===== src/rtl/alu_div_sequencer_pkg.sv =====
// rtl/alu_div_sequencer_pkg.sv - ALU opcode constants and divider state encoding
package alu_div_sequencer_pkg;

    // Opcodes understood by the shared execute-stage ALU
    localparam logic [3:0] OP_ADD = 4'b0000;
    localparam logic [3:0] OP_AND = 4'b0001;
    localparam logic [3:0] OP_OR  = 4'b0010;
    localparam logic [3:0] OP_XOR = 4'b0011;
    localparam logic [3:0] OP_SUB = 4'b0100;
    localparam logic [3:0] OP_SLT = 4'b0101;

    // Divider sequencer states
    localparam logic [2:0] ST_IDLE  = 3'd0;
    localparam logic [2:0] ST_NEG_A = 3'd1;
    localparam logic [2:0] ST_NEG_B = 3'd2;
    localparam logic [2:0] ST_ITER  = 3'd3;
    localparam logic [2:0] ST_FIX_Q = 3'd4;
    localparam logic [2:0] ST_FIX_R = 3'd5;

endpackage


===== src/rtl/alu_div_sequencer.sv =====
// rtl/alu_div_sequencer.sv - multi-cycle restoring divider sequenced on the shared ALU
//
// Ports:
//   clk, reset                 clock, synchronous active-high reset
//   start, sig                 begin division (ignored while busy), signed mode
//   dividend, divisor          operands captured on an accepted start
//   busy, done                 operation in progress, one-cycle completion pulse
//   quotient, remainder        results, held until overwritten by the next completion
//   div_zero                   set with done when the divisor was zero
//   alu_req / alu_gnt          shared ALU request / grant
//   alu_a, alu_b, alu_opcode   ALU operands and opcode (always subtract)
//   alu_skip, alu_sig          tied low; compares are unsigned magnitudes
//   alu_y, alu_bga             ALU difference a - b and flag b > a
module alu_div_sequencer
    import alu_div_sequencer_pkg::*;
#(
    parameter int WIDTH = 32
) (
    input  logic             clk,
    input  logic             reset,
    input  logic             start,
    input  logic             sig,
    input  logic [WIDTH-1:0] dividend,
    input  logic [WIDTH-1:0] divisor,
    output logic             busy,
    output logic             done,
    output logic [WIDTH-1:0] quotient,
    output logic [WIDTH-1:0] remainder,
    output logic             div_zero,
    output logic             alu_req,
    input  logic             alu_gnt,
    output logic [WIDTH-1:0] alu_a,
    output logic [WIDTH-1:0] alu_b,
    output logic [3:0]       alu_opcode,
    output logic             alu_skip,
    output logic             alu_sig,
    input  logic [WIDTH-1:0] alu_y,
    input  logic             alu_bga
);

    localparam int CW = $clog2(WIDTH);

    logic [2:0]       state;
    logic [WIDTH-1:0] dvd_r;    // dividend magnitude, shifted out as quotient bits shift in
    logic [WIDTH-1:0] dvsr_r;   // divisor magnitude
    logic [WIDTH-1:0] rem_r;    // partial remainder
    logic [CW-1:0]    count;
    logic             sign_a;   // dividend was negative (signed mode only)
    logic             sign_b;   // divisor was negative (signed mode only)
    logic             sig_r;

    logic [WIDTH-1:0] shr;
    logic             cout;
    logic             qbit;
    logic [WIDTH-1:0] rem_n;
    logic [WIDTH-1:0] q_n;

    assign busy       = (state != ST_IDLE);
    assign alu_req    = busy;
    assign alu_opcode = OP_SUB;
    assign alu_skip   = 1'b0;
    assign alu_sig    = 1'b0;

    always_comb begin
        // The shifted-out remainder MSB makes the partial remainder 33 bits wide;
        // when it is set the remainder certainly exceeds the divisor and the
        // modulo-2^WIDTH difference from the ALU is still the exact result.
        shr   = {rem_r[WIDTH-2:0], dvd_r[WIDTH-1]};
        cout  = rem_r[WIDTH-1];
        qbit  = cout | ~alu_bga;
        rem_n = qbit ? alu_y : shr;
        q_n   = {dvd_r[WIDTH-2:0], qbit};

        alu_a = '0;
        alu_b = '0;
        case (state)
            ST_NEG_A: alu_b = dvd_r;
            ST_NEG_B: alu_b = dvsr_r;
            ST_ITER: begin
                alu_a = shr;
                alu_b = dvsr_r;
            end
            ST_FIX_Q: alu_b = dvd_r;
            ST_FIX_R: alu_b = rem_r;
            default: ;
        endcase
    end

    always_ff @(posedge clk) begin
        if (reset) begin
            state     <= ST_IDLE;
            dvd_r     <= '0;
            dvsr_r    <= '0;
            rem_r     <= '0;
            count     <= '0;
            sign_a    <= 1'b0;
            sign_b    <= 1'b0;
            sig_r     <= 1'b0;
            done      <= 1'b0;
            div_zero  <= 1'b0;
            quotient  <= '0;
            remainder <= '0;
        end else begin
            done <= 1'b0;
            if (state == ST_IDLE) begin
                if (start) begin
                    dvd_r  <= dividend;
                    dvsr_r <= divisor;
                    rem_r  <= '0;
                    count  <= CW'(WIDTH - 1);
                    sign_a <= sig & dividend[WIDTH-1];
                    sign_b <= sig & divisor[WIDTH-1];
                    sig_r  <= sig;
                    if (divisor == '0) begin
                        done      <= 1'b1;
                        div_zero  <= 1'b1;
                        quotient  <= '1;
                        remainder <= dividend;
                    end else begin
                        state <= sig ? ST_NEG_A : ST_ITER;
                    end
                end
            end else if (alu_gnt) begin
                // Without a grant every register holds, stalling the sequence
                case (state)
                    ST_NEG_A: begin
                        if (sign_a) dvd_r <= alu_y;
                        state <= ST_NEG_B;
                    end
                    ST_NEG_B: begin
                        if (sign_b) dvsr_r <= alu_y;
                        state <= ST_ITER;
                    end
                    ST_ITER: begin
                        rem_r <= rem_n;
                        dvd_r <= q_n;
                        count <= count - 1'b1;
                        if (count == '0) begin
                            if (sig_r) begin
                                state <= ST_FIX_Q;
                            end else begin
                                state     <= ST_IDLE;
                                done      <= 1'b1;
                                div_zero  <= 1'b0;
                                quotient  <= q_n;
                                remainder <= rem_n;
                            end
                        end
                    end
                    ST_FIX_Q: begin
                        if (sign_a ^ sign_b) dvd_r <= alu_y;
                        state <= ST_FIX_R;
                    end
                    ST_FIX_R: begin
                        // Remainder takes the sign of the dividend
                        state     <= ST_IDLE;
                        done      <= 1'b1;
                        div_zero  <= 1'b0;
                        quotient  <= dvd_r;
                        remainder <= sign_a ? alu_y : rem_r;
                    end
                    default: state <= ST_IDLE;
                endcase
            end
        end
    end

endmodule


===== config.mk =====
export PLATFORM = sky130hd
export DESIGN_NAME = alu_div_sequencer
export DESIGN_NICKNAME = d
export VERILOG_FILES = /design/src/rtl/alu_div_sequencer_pkg.sv /design/src/rtl/alu_div_sequencer.sv
export SDC_FILE = /design/constraint.sdc
export NUM_CORES = 1
export LEC_CHECK = 0
export CAP_MARGIN = 20
export CORE_ASPECT_RATIO = 0.5
export CORE_MARGIN = 2
export CORE_UTILIZATION = 51
export CTS_CLUSTER_DIAMETER = 40
export DETAILED_ROUTE_END_ITERATION = 8
export PLACE_DENSITY = 0.82
export SLEW_MARGIN = 15
export SYNTH_ARGS = -nofsm -noshare
export SYNTH_HDL_FRONTEND = slang
export SYNTH_SLANG_ARGS = --single-unit
export TNS_END_PERCENT = 50

===== constraint.sdc =====
create_clock -name clk -period 2.6 [get_ports clk]
set_clock_uncertainty 0.05 [all_clocks]
set_input_delay 0.52 -clock clk [delete_from_list [all_inputs] [get_ports clk]]
set_output_delay 0.52 -clock clk [all_outputs]
set_load 0.05 [all_outputs]

Word level (Yosys, flattened, before mapping)
Cells that the tools add are included.
Cells by class
  add/subtract/negate cells: 1
  multipliers: 0
  divide/modulo/power cells: 0
  $lt $le $gt $ge: 0
  equality and inequality tests: 12
  shifts and indexed selects: 0
  multiplexer cells: 59
  bitwise gates (word level): 5
  reductions and logical operators: 18
Operators by type and width (number)
  32-bit two-way mux: 29
  32-bit one-hot mux with 3 select lines: 2
  32-bit one-hot mux with 2 select lines: 2
  32-bit zero test: 1
  5-bit two-way mux: 4
  3-bit two-way mux: 6
  1-bit two-way mux: 12
  3-bit inequality test (second input constant): 4
  3-bit one-hot mux with 4 select lines: 1
  4-bit AND reduction: 2
  2-bit nonzero test: 4
  3-bit by 2-bit equality test with 1-bit output (second input constant): 2
  3-bit equality test (second input constant): 2
  6-bit AND reduction: 1
  3-bit nonzero test: 2
  5-bit zero test: 1
  5-bit AND reduction: 1
  5-bit by 1-bit subtractor with 5-bit output (second input constant): 1
  2-bit inequality test (second input constant): 2
  1-bit one-hot mux with 2 select lines: 2
  4-bit nonzero test: 1
  2-bit OR reduction: 2
  3-bit by 1-bit equality test with 1-bit output (second input constant): 1
  3-bit zero test: 1
  other kinds (8): 9
Word-level totals
  register bits: 173
  bits in latches: 0
  bits in writable memories: 0
  bits in read-only memories: 0
  input port bits: 102
  output and inout bits: 138
  word-level logic and storage cells: 107
  memories: 0

Depth between registers and ports, before layout
  depth after elaboration: 8
  depth in mapped cells: 9
  mapped depth without buffers: 7

Worst setup path after synthesis
Ideal clock, no wire load.
  path kind: reg-to-output
  start: reg state[2]
  end: out alu_b[0]
  data arrival time: 2.645 ns
  required time: 2.030 ns
  setup slack: -0.615 ns
  stages on the path, launching flop included: 8
  buffers on the path: 3
  path through: dfxtp_1 buf_2 buf_2 clkbuf_1 mux2i_1 nor2_1 a21oi_1 o21ai_0
On the way
  longest elaborated chain between the ends: 3
  elaborated cells on any way between the ends: 8
  those cells by class: 5 x eq/ne; 1 x mux; 2 x reduce/logical
RTL lines
  start, declared: RTL line alu_div_sequencer.sv:43  | logic [2:0] state;
  start signal, assigned: RTL line alu_div_sequencer.sv:120  | state <= sig ? ST_NEG_A : ST_ITER;
  3-bit equality test (tied with other cells): RTL line alu_div_sequencer.sv:76  | case (state)
  2-bit OR reduction (no line)
  32-bit one-hot mux with 3 select lines *: RTL line alu_div_sequencer.sv:76
  end, declared: RTL line alu_div_sequencer.sv:33  | output logic [WIDTH-1:0] alu_b,
Every way passes the cells marked *; elsewhere a longest branch is shown, timed or not.

Worst setup path after layout
  start: reg state[2]
  end: out alu_b[5]
Same word-level chain as after synthesis.

==> results.sh <==
export IMPL_status="completed"
export IMPL_synth_area_top_cells="dfxtp_1 (35%), mux2i_1 (11%), nand2_1 (7.5%), mux2_2 (7.3%), o21ai_0 (4.8%)"
export IMPL_io_buffers=233
export IMPL_num_rows=35
export IMPL_arrival_ns=1.96
export IMPL_end_kind="primary output"
export IMPL_required_ns=2.03
export IMPL_internal_power_mw=6.56
export IMPL_fin_area_sq_um=14200
export IMPL_track_usage_pct=35.0
export IMPL_grt_overflow_total=0
export IMPL_clkLatencyLatePin_ns=0.44
export IMPL_ir_worst_vdd_v=0.000564
export IMPL_r2r_end="quotient[1]"
export IMPL_fmax_mhz=395
export IMPL_synth_top_area_share_pct=35.0
export IMPL_hold_class="flip-flop to flip-flop"
export IMPL_antenna_found_initial=0
export IMPL_drc=0
export IMPL_drt_iter0_markers=1033
export IMPL_seqPwrFrac_pct=31.7
export IMPL_min_from="quotient[28]"
export IMPL_initial_core_util_pct=52.9
export IMPL_fin_setup_tns_ns=0
export IMPL_gp_congestion=0.922
export IMPL_cts_root_buf="clkbuf_16"
export IMPL_syn_to_final_growth_pct=43.5
export IMPL_rr_worst_depth=8
export IMPL_power_leakage_nw=5.43
export IMPL_cts_buffers_inserted=17
export IMPL_holdPathStages=1
export IMPL_grt_start_max_net_pins=84
export IMPL_die_h_um=103
export IMPL_fin_nets=1556
export IMPL_grt_pass1_vias=10599
export IMPL_drv_cap=0
export IMPL_ys_types=48
export IMPL_drive_above_1_share_pct=18.2
export IMPL_net_switching_power_mw=4.52
export IMPL_syn_area_sq_um=9900
export IMPL_min_to="quotient[28]"
export IMPL_finalHoldViolations=0
export IMPL_ff2ff_setup_slack_ns=0.24
export IMPL_criticalPathCategory="flip-flop to primary output"
export IMPL_clkSinkCount=173
export IMPL_cts_buffer_depth=2
export IMPL_cp_start_kind="flip-flop"
export IMPL_vias=10635
export IMPL_crit_fanout=13
export IMPL_wl_per_cell_um=21.0
export IMPL_hold_slack_ns=0.421
export IMPL_wirelength_um=36200
export IMPL_dr_pass1_iters=5
export IMPL_setup_violations=0
export IMPL_core_area_sq_um=18700
export IMPL_combPwrFrac_pct=43.3
export IMPL_diodes=0
export IMPL_clkPwrFrac_pct=25.0
export IMPL_htree_levels=4
export IMPL_tightest_slew_ns=0.737
export IMPL_path_clk_slew_ns=0.07
export IMPL_p_per_area_nw_per_um2=780
export IMPL_yosysSeqAreaShare_pct=35.0
export IMPL_ant_nets=0
export IMPL_fin_crit_sh_pct=97.4
export IMPL_r2r_start="count[0]"
export IMPL_grt_pass1_wl_um=57000
export IMPL_ios=240
export IMPL_yosysWarnings=0
export IMPL_synth_seq_cells=173
export IMPL_cts_tree="done"
export IMPL_cts_hold_buf=0
export IMPL_slew_viol_final=0
export IMPL_syn_area_per_cell_sq_um=7.94
export IMPL_finalPower_mw=11.1
export IMPL_hpwl_um=25000
export IMPL_yosysTopAreaCell="dfxtp_1"
export IMPL_die_area_sq_um=20600
export IMPL_swShare_pct=40.8
export IMPL_period_needed_ns=2.53
export IMPL_post_dp_cell_area_sq_um=13600
export IMPL_vias_per_cell=6.17
export IMPL_fp_dieW_um=201
export IMPL_relSlewSlack_pct=50.8
export IMPL_syn_inst=1246
kinds of logic after synthesis:
logic type / Yosys count / synth area share, %
muxes: 173 / 18.3
AOI/OAI and AO/OA: 350 / 22.2
buffers and inverters: 128 / 5.59
other: 2 / 0.0759
adders and majority gates: 1 / 0.126
xor gates and xnor gates: 4 / 0.354
DFF: 173 / 35.0
and+or+nand+nor: 415 / 18.4
Yosys cell counts, drive strengths merged:
| cell type | instances |
|---|---|
| nand2 | 198 |
| dfxtp | 173 |
| nor2 | 121 |
| mux2i | 109 |
| o21ai | 95 |
| a21oi | 91 |
| clkbuf | 86 |
| mux2 | 64 |
| a22oi | 50 |
| buf | 35 |
| and2 | 33 |
| nor2b | 33 |
| o21a | 33 |
| a311oi | 32 |
| a31oi | 32 |
| nor4 | 9 |
| inv | 6 |
| nand3 | 6 |
| o22ai | 5 |
| a211oi | 3 |
| nand2b | 3 |
| nor3 | 3 |
| xor2 | 3 |
| a221oi | 2 |
| and3b | 2 |
| conb | 2 |
| nand3b | 2 |
| nand4 | 2 |
| nor4b | 2 |
| a2111oi | 1 |
| clkinv | 1 |
| ha | 1 |
| o22a | 1 |
| o2bb2ai | 1 |
| o311a | 1 |
| o31a | 1 |
| o31ai | 1 |
| o41ai | 1 |
| or4b | 1 |
| xnor2 | 1 |
worst max-delay path, stage by stage (launching register included):
cell and delay (ns):
dfxtp_4 0.42, inv_1 0.11, nor2_1 0.14, buf_4 0.24
a21oi_1 0.10, o21ai_0 0.32, buf_12 0.19
metal layers:
| layer | routed length (um) | up-vias | track usage, % |
|---|---|---|---|
| met5 | 0 | - | 0 |
| met4 | 1370 | 0 | 17.0 |
| met1 | 14500 | 5039 | 44.4 |
| li1 | - | 4816 | - |
| met2 | 16800 | 672 | 58.9 |
| met3 | 3410 | 108 | 6.32 |
flip-flops by register name, summed over array words and instances (netlist names):
register / flops
quotient: 32
dvd_r: 32
count: 5
sig_r: 1
rem_r: 32
div_zero: 1
remainder: 32
sign_a: 1
dvsr_r: 32
done: 1
sign_b: 1
state: 3
how the worst max path moves through the flow:
| stage | from | endpoint | cells past startpoint |
|---|---|---|---|
| 6_report | state[2] | alu_b[5] | 6 |
| 5_1_grt | state[2] | alu_b[10] | 6 |
| 4_1_cts | state[2] | alu_b[8] | 6 |
| 3_5_place_dp | divisor[11] | quotient[21] | 9 |
| 3_3_place_gp | divisor[11] | remainder[8] | 8 |
| 2_1_floorplan | state[2] | alu_b[12] | 6 |
metrics by stage:
step | std cells | worst slack [ns] | util (%)
floorplan | 1250 | -0.348 | -
global placement | 1693 | -0.0598 | 72.6
detailed placement | 1693 | -0.199 | 72.6
CTS | 1725 | -0.00150 | 75.9
global route | 1725 | -0.0109 | 76.0
finish | 1725 | 0.0681 | 76.0
power groups by stage:
stage | clock [mW] | sequential, mW | combinational (mW)
6_report | 2.77 | 3.51 | 4.80
5_1_grt | 2.89 | 3.56 | 5.06
4_1_cts | 2.77 | 3.50 | 4.74
3_5_place_dp | 0 | 3.55 | 4.69
3_3_place_gp | 0 | 3.53 | 4.59
2_1_floorplan | 0 | 3.92 | 2.46
layout by cell type, fill, tap and decap left out, types with 3 or more instances in the layout:
master and instances:
nand2_1 198, dfxtp_1 169, clkdlybuf4s50_1 166, nor2_1 119, mux2i_1 109, a21oi_1 90
buf_12 82, o21ai_0 70, mux2_2 64, buf_4 54, a22oi_1 50, o21a_1 33
and2_1 33, nor2b_1 32, a31oi_1 32, a311oi_1 32, clkbuf_16 17, o21ai_2 14
o21ai_1 11, nor4_1 9, nand3_1 6, conb_1 6, inv_6 6, inv_1 5
o22ai_1 3, bufinv_16 3, buf_6 3, dfxtp_2 3
area by class of cell:
| type | instances | area (sq um) |
|---|---|---|
| fill | 1324 | 4490 |
| inverter | 7 | 26.3 |
| timing repair buffer | 305 | 3740 |
| sequential | 173 | 3470 |
| tap | 259 | 324 |
| multi-input combinational | 949 | 6020 |
| clock inverter | 13 | 175 |
| clock buffer | 19 | 443 |
what timing repair did:
item                       in CTS  in global routing
setup endpoints to repair       8                 39
cloned                          0                  0
gates resized for setup         6                  8
setup buffers                   0                  0
No activity file was read; power rests on OpenSTA's default activity.
